File: src/rtl/shift_pipe_pkg.sv
// Shared defaults and state encoding for the shift pipeline register.
package shift_pipe_pkg;

  localparam int DATA_W_DEF  = 32;
  localparam int SHAMT_W_DEF = 2;

  typedef enum logic [1:0] {
    EMPTY = 2'd0,
    ONE   = 2'd1,
    FULL  = 2'd2
  } state_t;

endpackage

File: src/rtl/shift_pipe_slot.sv
// One buffer entry: word, remaining shift bits, registered zero flag, valid.
module shift_pipe_slot
  import shift_pipe_pkg::*;
#(
  parameter int DATA_W  = DATA_W_DEF,
  parameter int SHAMT_W = SHAMT_W_DEF
) (
  input  logic               clk,
  input  logic               rst,
  input  logic               clear,
  input  logic               load,
  input  logic [DATA_W-1:0]  load_data,
  input  logic [SHAMT_W-1:0] load_shamt,
  input  logic               load_zero,
  output logic [DATA_W-1:0]  data,
  output logic [SHAMT_W-1:0] shamt,
  output logic               zero,
  output logic               valid
);

  // An empty slot holds all-zero contents so the outputs read 0 while idle.
  always_ff @(posedge clk) begin
    if (rst || clear) begin
      data  <= '0;
      shamt <= '0;
      zero  <= 1'b0;
      valid <= 1'b0;
    end else if (load) begin
      data  <= load_data;
      shamt <= load_shamt;
      zero  <= load_zero;
      valid <= 1'b1;
    end
  end

endmodule

File: src/rtl/shift_pipe_reg.sv
// Two-entry skid buffer between the 4-bit and 2-bit shifter stages.
// Optional transfer counter enabled by defining SHIFT_PIPE_STATS_EN.
//
// state | meaning
// EMPTY | no slot valid
// ONE   | main slot valid
// FULL  | main and skid slots valid
module shift_pipe_reg
  import shift_pipe_pkg::*;
#(
  parameter int DATA_W  = DATA_W_DEF,
  parameter int SHAMT_W = SHAMT_W_DEF
) (
  input  logic               clk,
  input  logic               rst,
  input  logic               flush,
  input  logic               in_valid,
  output logic               in_ready,
  input  logic [DATA_W-1:0]  in_data,
  input  logic [SHAMT_W-1:0] in_shamt,
  output logic               out_valid,
  input  logic               out_ready,
  output logic [DATA_W-1:0]  out_data,
  output logic [SHAMT_W-1:0] out_shamt,
  output logic               out_zero,
  output logic [15:0]        out_count
);

  state_t state, state_next;

  logic in_xfer, out_xfer;
  logic main_load, main_clear, main_from_skid;
  logic skid_load, skid_clear;
  logic [DATA_W-1:0]  skid_data;
  logic [SHAMT_W-1:0] skid_shamt;
  logic skid_zero, skid_valid;

  assign in_xfer  = in_valid && in_ready;
  assign out_xfer = out_valid && out_ready;

  always_comb begin
    state_next     = state;
    main_load      = 1'b0;
    main_clear     = 1'b0;
    main_from_skid = 1'b0;
    skid_load      = 1'b0;
    skid_clear     = 1'b0;
    case (state)
      EMPTY: begin
        if (in_xfer) begin
          main_load  = 1'b1;
          state_next = ONE;
        end
      end
      ONE: begin
        if (in_xfer && out_xfer) begin
          main_load = 1'b1;
        end else if (in_xfer) begin
          skid_load  = 1'b1;
          state_next = FULL;
        end else if (out_xfer) begin
          main_clear = 1'b1;
          state_next = EMPTY;
        end
      end
      FULL: begin
        if (out_xfer && skid_valid) begin
          main_load      = 1'b1;
          main_from_skid = 1'b1;
          skid_clear     = 1'b1;
          state_next     = ONE;
        end
      end
      default: state_next = EMPTY;
    endcase
    if (flush) begin
      state_next = EMPTY;
      main_load  = 1'b0;
      skid_load  = 1'b0;
      main_clear = 1'b1;
      skid_clear = 1'b1;
    end
  end

  // in_ready is a flop so out_ready never reaches it combinationally.
  always_ff @(posedge clk) begin
    if (rst) begin
      state    <= EMPTY;
      in_ready <= 1'b1;
    end else begin
      state    <= state_next;
      in_ready <= (state_next != FULL);
    end
  end

  shift_pipe_slot #(.DATA_W(DATA_W), .SHAMT_W(SHAMT_W)) u_main (
    .clk        (clk),
    .rst        (rst),
    .clear      (main_clear),
    .load       (main_load),
    .load_data  (main_from_skid ? skid_data  : in_data),
    .load_shamt (main_from_skid ? skid_shamt : in_shamt),
    .load_zero  (main_from_skid ? skid_zero  : (in_data == '0)),
    .data       (out_data),
    .shamt      (out_shamt),
    .zero       (out_zero),
    .valid      (out_valid)
  );

  shift_pipe_slot #(.DATA_W(DATA_W), .SHAMT_W(SHAMT_W)) u_skid (
    .clk        (clk),
    .rst        (rst),
    .clear      (skid_clear),
    .load       (skid_load),
    .load_data  (in_data),
    .load_shamt (in_shamt),
    .load_zero  (in_data == '0),
    .data       (skid_data),
    .shamt      (skid_shamt),
    .zero       (skid_zero),
    .valid      (skid_valid)
  );

`ifdef SHIFT_PIPE_STATS_EN
  logic [15:0] count;

  // A transfer coinciding with flush is discarded and not counted.
  always_ff @(posedge clk) begin
    if (rst) begin
      count <= '0;
    end else if (out_xfer && !flush) begin
      count <= count + 16'd1;
    end
  end

  assign out_count = count;
`else
  assign out_count = '0;
`endif

endmodule

File: config.mk
export PLATFORM = sky130hd
export DESIGN_NAME = shift_pipe_reg
export DESIGN_NICKNAME = d
export VERILOG_FILES = /design/src/rtl/shift_pipe_pkg.sv /design/src/rtl/shift_pipe_slot.sv /design/src/rtl/shift_pipe_reg.sv
export SDC_FILE = /design/constraint.sdc
export NUM_CORES = 1
export LEC_CHECK = 0
export ABC_CLOCK_PERIOD_IN_PS = 2100
export BUFFER_PORTS_ARGS = -buffer_cell sky130_fd_sc_hd__clkbuf_2
export CORE_MARGIN = 1
export CORE_UTILIZATION = 45
export DETAILED_ROUTE_END_ITERATION = 12
export PLACE_DENSITY = 0.7
export SLEW_MARGIN = 20
export SYNTH_ARGS = -nofsm -noshare
export SYNTH_HDL_FRONTEND = slang
export SYNTH_SLANG_ARGS = --single-unit
File: constraint.sdc
create_clock -name clk -period 2.1 [get_ports clk]
set_input_delay 0.105 -clock clk [delete_from_list [all_inputs] [get_ports clk]]
set_output_delay 0.105 -clock clk [all_outputs]
set_load 0.005 [all_outputs]
==> results of run 1 <==
## final cells by class
| class | count | share of cell area (%) |
|---|---|---|
| well taps | 99 | 3.00 |
| flip-flops and latches | 75 | 36.3 |
| inverters | 1 | 0.0908 |
| clock inverters | 5 | 1.91 |
| clock buffers | 10 | 3.09 |
| repair buffers | 96 | 13.6 |
| multi-input cells | 301 | 42.0 |
## synth_stat cells (all sizes together)
| library cell | n | area (um2) |
|---|---|---|
| conb | 1 | 3.75 |
| nand3 | 2 | 10.0 |
| and3b | 1 | 8.76 |
| nor4b | 1 | 23.8 |
| a211oi | 2 | 27.5 |
| inv | 1 | 3.75 |
| nor4 | 8 | 50.1 |
| nand2 | 142 | 536 |
| or2 | 2 | 12.5 |
| and3 | 1 | 6.26 |
| dfxtp | 75 | 1500 |
| nand4b | 2 | 17.5 |
| a21oi | 38 | 190 |
| nand4 | 3 | 25.0 |
| a311oi | 35 | 494 |
| nand2b | 1 | 6.26 |
| nor2 | 6 | 25.0 |
| nor3 | 35 | 180 |
| buf | 39 | 259 |
| and2 | 1 | 6.26 |
| o21a | 2 | 15.0 |
| or3 | 2 | 12.5 |
| nand3b | 1 | 20.0 |
| clkbuf | 8 | 30.0 |
## state kept, by name (all words and copies together) (netlist names)
register and flops:
u_skid.valid 1, in_ready 1, u_skid.shamt 2, u_main.data 32, u_main.shamt 2, u_main.valid 1
u_skid.data 32, state 2, u_main.zero 1, u_skid.zero 1
## logic make-up (layout without fill, tap and decap cells)
group	count (synthesis)	in the layout	share of synthesized area [%]
other cells	1	16	0.108
compound gates	77	77	21.0
simple gates	208	208	27.1
flops	75	75	43.3
buf+inv	48	112	8.45
## worst min-delay path: stages
cell,delay [ns]
clkbuf_2,0.11
nand2_1,0.05
a21oi_1,0.05
## metal layers
layer / vias up / track usage (%)
li1: 1544 / -
met2: 73 / 36.5
met4: 0 / 8.74
met1: 1429 / 24.5
met5: - / 0
met3: 8 / 3.38
## power by group
group,switching (uW),total [uW],internal (uW)
clock network,515,1180,661
logic,181,306,125
registers,21.0,1470,1450
## what timing repair did
action                                 in CTS  in global routing
setup buffers                               0                  0
endpoints found under the hold margin       7                  0
hold buffers                                7                  0
## placed cells by master, fill, tap and decap left out, drive strengths merged, types with 6 or more instances in the layout
cell type    count
a21oi           38
conb            16
nor4             8
dlygate4sd3      7
buf             14
dfxtp           75
nor2             6
nand2          142
nor3            35
a311oi          35
clkbuf          85
## per-stage QoR
stage / cell area, um2 / worst slack, ns / instances / util [%] / hold slack [ns]
6_report: 4130 / 0.360 / 587 / 56.4 / 0.00844
3_5_place_dp: 3860 / 0.376 / 565 / 52.6 / 0.354
3_3_place_gp: 3860 / 0.406 / 565 / 52.6 / 0.345
5_1_grt: 4130 / 0.264 / 587 / 56.4 / 0.0118
2_1_floorplan: 3520 / 0.540 / 424 / - / 0.241
4_1_cts: 4130 / 0.354 / 587 / 56.4 / 0.00109
## how the worst min path moves through the flow
stage                           start         endpoint  slack, ns  depth (start not counted)
after floorplan            in_data[0]   u_skid.data[0]       0.24                          2
after global placement    in_shamt[1]  u_skid.shamt[1]       0.35                          3
after detailed placement  in_shamt[1]  u_skid.shamt[1]       0.35                          3
after CTS                 in_data[13]  u_skid.data[13]      0.001                          3
after global routing      in_data[20]  u_skid.data[20]       0.01                          3
final                      in_data[9]   u_skid.data[9]      0.008                          3
==> run metrics, run 1 <==
clock skew 0.00829 ns; Die ar. slightly above 8000 um2; clock sink count 75; clk_lat worst skew approximately 0.35 ns; HPWL after DPL roughly 5500 um; CP Buf/Inv Count 1; core box area between 7000 and 8000 um2; WL met3 ~310 um; reg2reg end u_main.data[22]; VDD IR max 0.356 mV; die height approximately 90 um; total congestion overflow 0; largest net degree at the start of global routing 37; antenna cells 0; clk root buf clkbuf_8; 1st-iter DRT viols ~150; vias in the first global route 2,790; CP Depth 5; worst path arrival time roughly 2.0 ns; Ys Warns 0; Reg2Reg Setup Slack roughly 0.36 ns; Setup TNS 0 ns; worst setup path endpoint u_main.data[22]; num rows 31; DR pass1 iterations 6; worst-path fanout max 23; MaxCap Viol Count 0; max-slew violation count 0; cts bufs inserted 9; Post-Syn Area roughly 3500 um2; register bit total from synthesis 75; # H-tree levels 3; Hold Path Class in2reg; Post-CTS Resized 0; Vias 3,054; RSZ-0062 raised after global routing false; Max Freq about 0.57 GHz; CP Class reg2reg; Clk pin slew, worst setup/hold paths 0.08 ns; gr usage total around a fifth; IO Pins 92; family with the most delay on the worst path simple AND/OR/NAND/NOR gates; Residual DRC 0; CTS Buffer Depth 2; Final Hold Fails 0; TritonCTS clock tree done; first-pass GRT wire length about 13,000 um; Slowest cell on crit path dfxtp_1; CP cell instances nand4_2 -> a211oi_4 -> or2_2 -> buf_12 -> a311oi_2; DR vias/cell around 5.2; startpoint types flip-flop; register area 1500 um2; area delta synth->final 19.3%; wl on met1 3590 um; Multi-input gate area 1740 um2; fin crit period about 1.7 ns; CP required about 2.3 ns; Routed WL about 8100 um; crit path launch state[1]; Worst setup EP type flip-flop; worst r2r src state[1]; average wire per standard cell 13.9 um; P_leak 0.00155 uW; met2 WL between 4000 and 5000 um; Total Power Consumption 2950 uW; CP max stage delay 0.42 ns; PortBufs 75; Starting Density around 47%; routability congestion estimate 0.802; post-synthesis sequential area ratio between 40% and 50%; pwr dens between 700 and 800 nW/um2; Die Span X around 90 um; share of layout cells above drive strength 1 about 29%; uppermost layer routed met4; library cells used by synthesis 32; reg2reg path depth 5; Fill cells just under 700; Post-Syn Area per Cell about 8.5 um2; Setup-failing EPs final 0; fin crit share between 80% and 90%; nets about 520; DRT antenna net count 0; Post-Synthesis Cells between 400 and 500; initial antenna violation count 0; status finished, final reports clean
Note: power is estimated with default switching activity, not from simulation.
==> inputs of run 2 (changes only) <==
--- a/config.mk
+++ b/config.mk
@@ -5,12 +5,12 @@
 export SDC_FILE = /design/constraint.sdc
 export NUM_CORES = 1
 export LEC_CHECK = 0
-export ABC_CLOCK_PERIOD_IN_PS = 2100
+export ABC_CLOCK_PERIOD_IN_PS = 1500
 export BUFFER_PORTS_ARGS = -buffer_cell sky130_fd_sc_hd__clkbuf_2
 export CORE_MARGIN = 1
 export CORE_UTILIZATION = 45
 export DETAILED_ROUTE_END_ITERATION = 12
-export PLACE_DENSITY = 0.7
+export PLACE_DENSITY = 0.73
 export SLEW_MARGIN = 20
 export SYNTH_ARGS = -nofsm -noshare
 export SYNTH_HDL_FRONTEND = slang
==> constraint.sdc (replaced) <==
create_clock -name clk -period 1.5 [get_ports clk]
set_input_delay 0.075 -clock clk [delete_from_list [all_inputs] [get_ports clk]]
set_output_delay 0.075 -clock clk [all_outputs]
set_load 0.005 [all_outputs]
==> run 2 against run 1 <==
Compared with the run above: the flow now finishes with violations (negative setup slack); critical path depth is 1 higher; fmax is 9.7% higher; non-clock buffer count is 35 higher; sequential share of layout area is 3.8 points lower; die area stayed put; via count is 8.0% higher; clock skew is 0.00093 ns lower; combinational power is 85% higher; wire length is 16% higher.
==> run metrics, run 2 (same netlist as run 1, synthesis figures left out) <==
average wire per standard cell 15.2 um; first-pass GRT wire length 15,000 um; failing checks negative setup slack; RSZ-0062 raised after global routing true; vias in the first global route between 3,000 and 4,000; Largest regs u_main.data (32), u_skid.data (32); Hold Path Class in2reg; core box area around 7300 um2; Final WS setup -0.0859 ns; DR pass1 iterations 5; startpoint types flip-flop; CP required 1.76 ns; status complete, but fails checks; Vias 3,298; CP Buf/Inv Count 2; routing usage on met3 under 10%; gr usage total roughly 23%; Die ar. approximately 8000 um2; clock sink count 75; total congestion overflow 0; CP max stage delay approximately 0.37 ns; num rows 31; CTS Buffer Depth 2; nets ~560; gr busiest metal met2; routability congestion estimate 0.809; area delta synth->final 33.7%; fin crit share 106%; die height about 90 um; register area 1510 um2; CP cell instances nand3b_4 -> buf_4 -> nor4b_4 -> buf_6 -> nand2_1 -> a21oi_1; MaxCap Viol Count 0; P_leak between 0.0015 and 0.002 uW; pwr dens 870 nW/um2; clk_lat worst skew between 0.3 and 0.4 ns; Max Freq between 0.6 and 0.7 GHz; clock skew approximately 0.0074 ns; max-slew violation count 0; Setup-failing EPs final 52; Final Hold Fails 0; Util after Layout between 60% and 70%; family with the most delay on the worst path simple AND/OR/NAND/NOR gates; most frequent cells in the layout nand2_1 (140), clkbuf_2 (75), dfxtp_1 (72); Slowest cell on crit path dfxtp_4; CP Class reg2reg; routing usage on met2 41.2%; # H-tree levels 3; 1st-iter DRT viols approximately 210; VDD IR max between 0.3 and 0.4 mV; Multi-input gate area ~1800 um2; Residual DRC 0; largest net degree at the start of global routing 36; Die Span X about 90 um; HPWL after DPL ~6000 um; worst path arrival time between 1.5 and 2 ns; antenna cells 0; IO Pins 92; Clk pin slew, worst setup/hold paths roughly 0.080 ns; cts bufs inserted 9; WHS 0.00707 ns; share of layout cells above drive strength 1 approximately a third; PortBufs between 70 and 80; TritonCTS clock tree done; DRT antenna net count 0; grt met1 use between 20 and 30%; Fill cells 631; DR vias/cell between 5 and 6; fin crit period approximately 1.6 ns; commonest non-fill, non-tap cell in the layout nand2_1; Routed WL ~9500 um; Starting Density 47.3%; clk root buf clkbuf_8; initial antenna violation count 0; worst-path fanout max 20; Worst setup EP type flip-flop
[run 2: cell types whose count changed in the layout (fill, tap and decap cells not counted), sizes merged]
| cell | before | now |
|---|---|---|
| dlygate4sd3 | 7 | 27 |
| clkinv | 3 | 4 |
| clkinvlp | 0 | 1 |
| buf | 14 | 27 |
| bufinv | 2 | 0 |
| clkbuf | 85 | 88 |
[run 2: worst paths after layout]
| check | start | to | slack [ns] | cells past startpoint |
|---|---|---|---|---|
| worst max register to register | state[1] | u_skid.data[6] | -0.09 | 6 |
| worst min-delay path | in_data[23] | u_skid.data[23] | 0.007 | 3 |
| worst max-delay path | state[1] | u_skid.data[6] | -0.09 | 6 |
| worst min register to register | u_skid.data[21] | u_skid.data[21] | 0.46 | 2 |
[run 2: tightest hold or removal path, stage by stage]
cell and delay [ns]:
clkbuf_2 0.12, nand2_1 0.06, a21oi_1 0.05
[run 2: final cells by class]
cell class / count / share of cell area, %
multi-input combinational: 301 / 39.2
sequential: 75 / 32.6
clock buffer: 11 / 3.27
clock inverter: 5 / 0.594
tap: 99 / 2.67
timing repair buffer: 131 / 21.6
inverter: 1 / 0.0811
[run 2: metal layers]
metal / vias up / part of all wire [%]
met2: 102 / 53
met3: 22 / 3.9
met4: 0 / 2.2
li1: 1618 / -
met1: 1556 / 41
met5: - / 0
[run 2: stage by stage]
| step | setup TNS, ns | instance area (um2) | cells | setup slack [ns] | power [uW] |
|---|---|---|---|---|---|
| floorplan | -0.320 | 3530 | 424 | -0.0107 | 2400 |
| CTS | -0.496 | 4490 | 618 | -0.0318 | 4010 |
| global placement | -0.0145 | 3980 | 573 | -0.0145 | 2550 |
| global route | -6.76 | 4630 | 623 | -0.129 | 4200 |
| detailed placement | -1.27 | 3980 | 573 | -0.0881 | 2560 |
| finish | -2.28 | 4630 | 623 | -0.0859 | 4030 |
[run 2: where the power goes]
| group | switching (uW) | total [uW] | leakage, uW | internal [uW] |
|---|---|---|---|---|
| clock network | 722 | 1400 | 0.0000949 | 679 |
| logic | 298 | 566 | 0.00105 | 268 |
| registers | 30.6 | 2060 | 0.000608 | 2030 |
[run 2: what timing repair did]
item / 4_1_cts / 5_1_grt
endpoints found under the hold margin: 27 / 0
hold buffers: 27 / 0
cloned: 1 / 3
gates resized for setup: 8 / 16
endpoints found under the setup margin: 35 / 71
pin swaps: 7 / 3
buffers inserted: 1 / 2
==> inputs of run 3 (changes only) <==
--- a/config.mk
+++ b/config.mk
@@ -5,12 +5,13 @@
 export SDC_FILE = /design/constraint.sdc
 export NUM_CORES = 1
 export LEC_CHECK = 0
-export ABC_CLOCK_PERIOD_IN_PS = 1500
+export ABC_CLOCK_PERIOD_IN_PS = 1390
 export BUFFER_PORTS_ARGS = -buffer_cell sky130_fd_sc_hd__clkbuf_2
 export CORE_MARGIN = 1
 export CORE_UTILIZATION = 45
 export DETAILED_ROUTE_END_ITERATION = 12
 export PLACE_DENSITY = 0.73
+export REMOVE_ABC_BUFFERS = 1
 export SLEW_MARGIN = 20
 export SYNTH_ARGS = -nofsm -noshare
 export SYNTH_HDL_FRONTEND = slang
==> constraint.sdc (replaced) <==
create_clock -name clk -period 1.39 [get_ports clk]
set_input_delay 0.0695 -clock clk [delete_from_list [all_inputs] [get_ports clk]]
set_output_delay 0.0695 -clock clk [all_outputs]
set_load 0.005 [all_outputs]
==> run 3 against run 2 <==
Compared with the run above: the run still ends with negative setup slack left; clock-buffer cell count grew 1; combinational power up 16%; first-iteration DRC count grew 28%; setup slack got worse by 0.12 ns; highest routed layer unchanged; sequential cell count unchanged; core utilization up 3.1 points; sequential power grew 8%; critical path depth decreased by 1; clock power up 6%; fmax down 0.57%; via count rose by 6.8%.
==> run metrics, run 3 (same netlist as run 1, synthesis figures left out) <==
core box area 7330 um2; CTS Buffer Depth 2; Final Cell Area slightly below 5000 um2; Worst setup EP type flip-flop; first-pass GRT wire length about 15,000 um; average wire per standard cell roughly 17 um; largest net degree at the start of global routing 36; die height 89.7 um; clock sink count 75; HPWL after DPL around 5900 um; DR pass1 iterations 5; slew of the pin with the lowest slew margin around 0.53 ns; PortBufs 75; MaxCap Viol Count 0; worst path arrival time around 1.8 ns; RSZ-0062 raised after global routing true; Slew headroom 64.6%; Reg2Reg Setup Slack -0.20 ns; Vias between 3,000 and 4,000; share of layout cells above drive strength 1 37.9%; Hold Path Class in2reg; clk_lat worst skew 0.35 ns; Max Freq 0.627 GHz; nets between 500 and 600; initial antenna violation count 0; TritonCTS clock tree done; Die Span X ~90 um; Setup TNS -9.21 ns; worst-path fanout max 22; failing checks negative setup slack; Final Hold Fails 0; P_leak about 0.0019 uW; DR vias/cell 5.49; cts bufs inserted 9; Final WS setup -0.205 ns; Largest regs u_main.data (32), u_skid.data (32); routability congestion estimate 0.980; Internal ~3200 uW; DRT antenna net count 0; clock power share approximately a third; fin crit share 115%; Setup-failing EPs final between 70 and 80; Sw Ratio about a quarter; most frequent cells in the layout nand2_1 (138), clkbuf_2 (75), dfxtp_1 (71); sequential power share around half; Die ar. between 8000 and 9000 um2; Comb pwr share 15.0%; status complete, but fails checks; max-slew violation count 0; area delta synth->final 40.3%; CP required ~1.6 ns; 1st-iter DRT viols 268; num rows 31; Starting Density ~47%; commonest non-fill, non-tap cell in the layout nand2_1; antenna cells 0; Inst Count DP approximately 600; clk root buf clkbuf_8; startpoint types flip-flop; vias in the first global route between 3,000 and 4,000; VDD IR max 0.450 mV; # H-tree levels 3; Residual DRC 0; Clk pin slew, worst setup/hold paths roughly 0.080 ns; dpl ws -0.139 ns; total congestion overflow 0; dpl cell area 4150 um2; Sw Pwr 1130 uW; Fill cells approximately 580; CP Class reg2reg; IO Pins a little over 90; Routed WL ~11,000 um; fin crit period around 1.6 ns; gr usage total 24.1%; Non-Filler Instances around 640; clock skew roughly 0.013 ns; pwr dens ~900 nW/um2
-- run 3: final timing paths --
check               endpoint       startpoint  cells past startpoint
max           u_main.data[3]         state[1]                      5
min          u_main.data[30]      in_data[30]                      3
max reg2reg   u_main.data[3]         state[1]                      5
min reg2reg  u_skid.data[17]  u_skid.data[17]                      2
-- run 3: worst max-delay path: stages, from the launching register on --
cell	delay, ns
dfxtp_2	0.34
nand3b_4	0.20
a211oi_4	0.35
buf_6	0.26
nor3_1	0.09
a311oi_1	0.26
-- run 3: power by group through the flow --
| stage | Combinational (uW) | Sequential (uW) | Clock, uW |
|---|---|---|---|
| global placement | 522 | 2270 | 0 |
| finish | 657 | 2220 | 1490 |
| detailed placement | 528 | 2270 | 0 |
| global route | 702 | 2230 | 1580 |
| floorplan | 249 | 2270 | 0 |
| CTS | 600 | 2220 | 1480 |
-- run 3: routing by layer --
metal  GRT usage (%)  wire (um)  up-vias
li1                -          -     1661
met1            29.2       4360     1677
met2            42.5       5330      163
met3            5.33        772       21
met4            7.38        155        0
met5               0          0        -
-- run 3: cell type report --
class	count	area (um2)	share of cell area, %
multi-input combinational	301	1820	37.5
sequential	75	1510	31.0
timing repair buffer	152	1240	25.5
clock buffer	12	155	3.19
tap	99	124	2.55
clock inverter	2	12.5	0.257
inverter	1	3.75	0.0772
-- run 3: per-stage QoR --
step / total power (uW) / util [%] / hold slack, ns
floorplan: 2520 / - / 0.205
global route: 4510 / 66.3 / 0.0144
CTS: 4310 / 63.4 / 0.00742
global placement: 2790 / 56.5 / 0.314
finish: 4370 / 66.3 / 0.0202
detailed placement: 2800 / 56.5 / 0.316
-- run 3: repair_timing --
| item | in CTS | in global routing |
|---|---|---|
| hold buffers | 22 | 0 |
| resized for setup | 18 | 22 |
| gates cloned | 3 | 6 |
| hold endpoints to repair | 22 | 0 |
| buffers inserted | 0 | 2 |
| pin swaps | 6 | 3 |
| endpoints found under the setup margin | 71 | 71 |
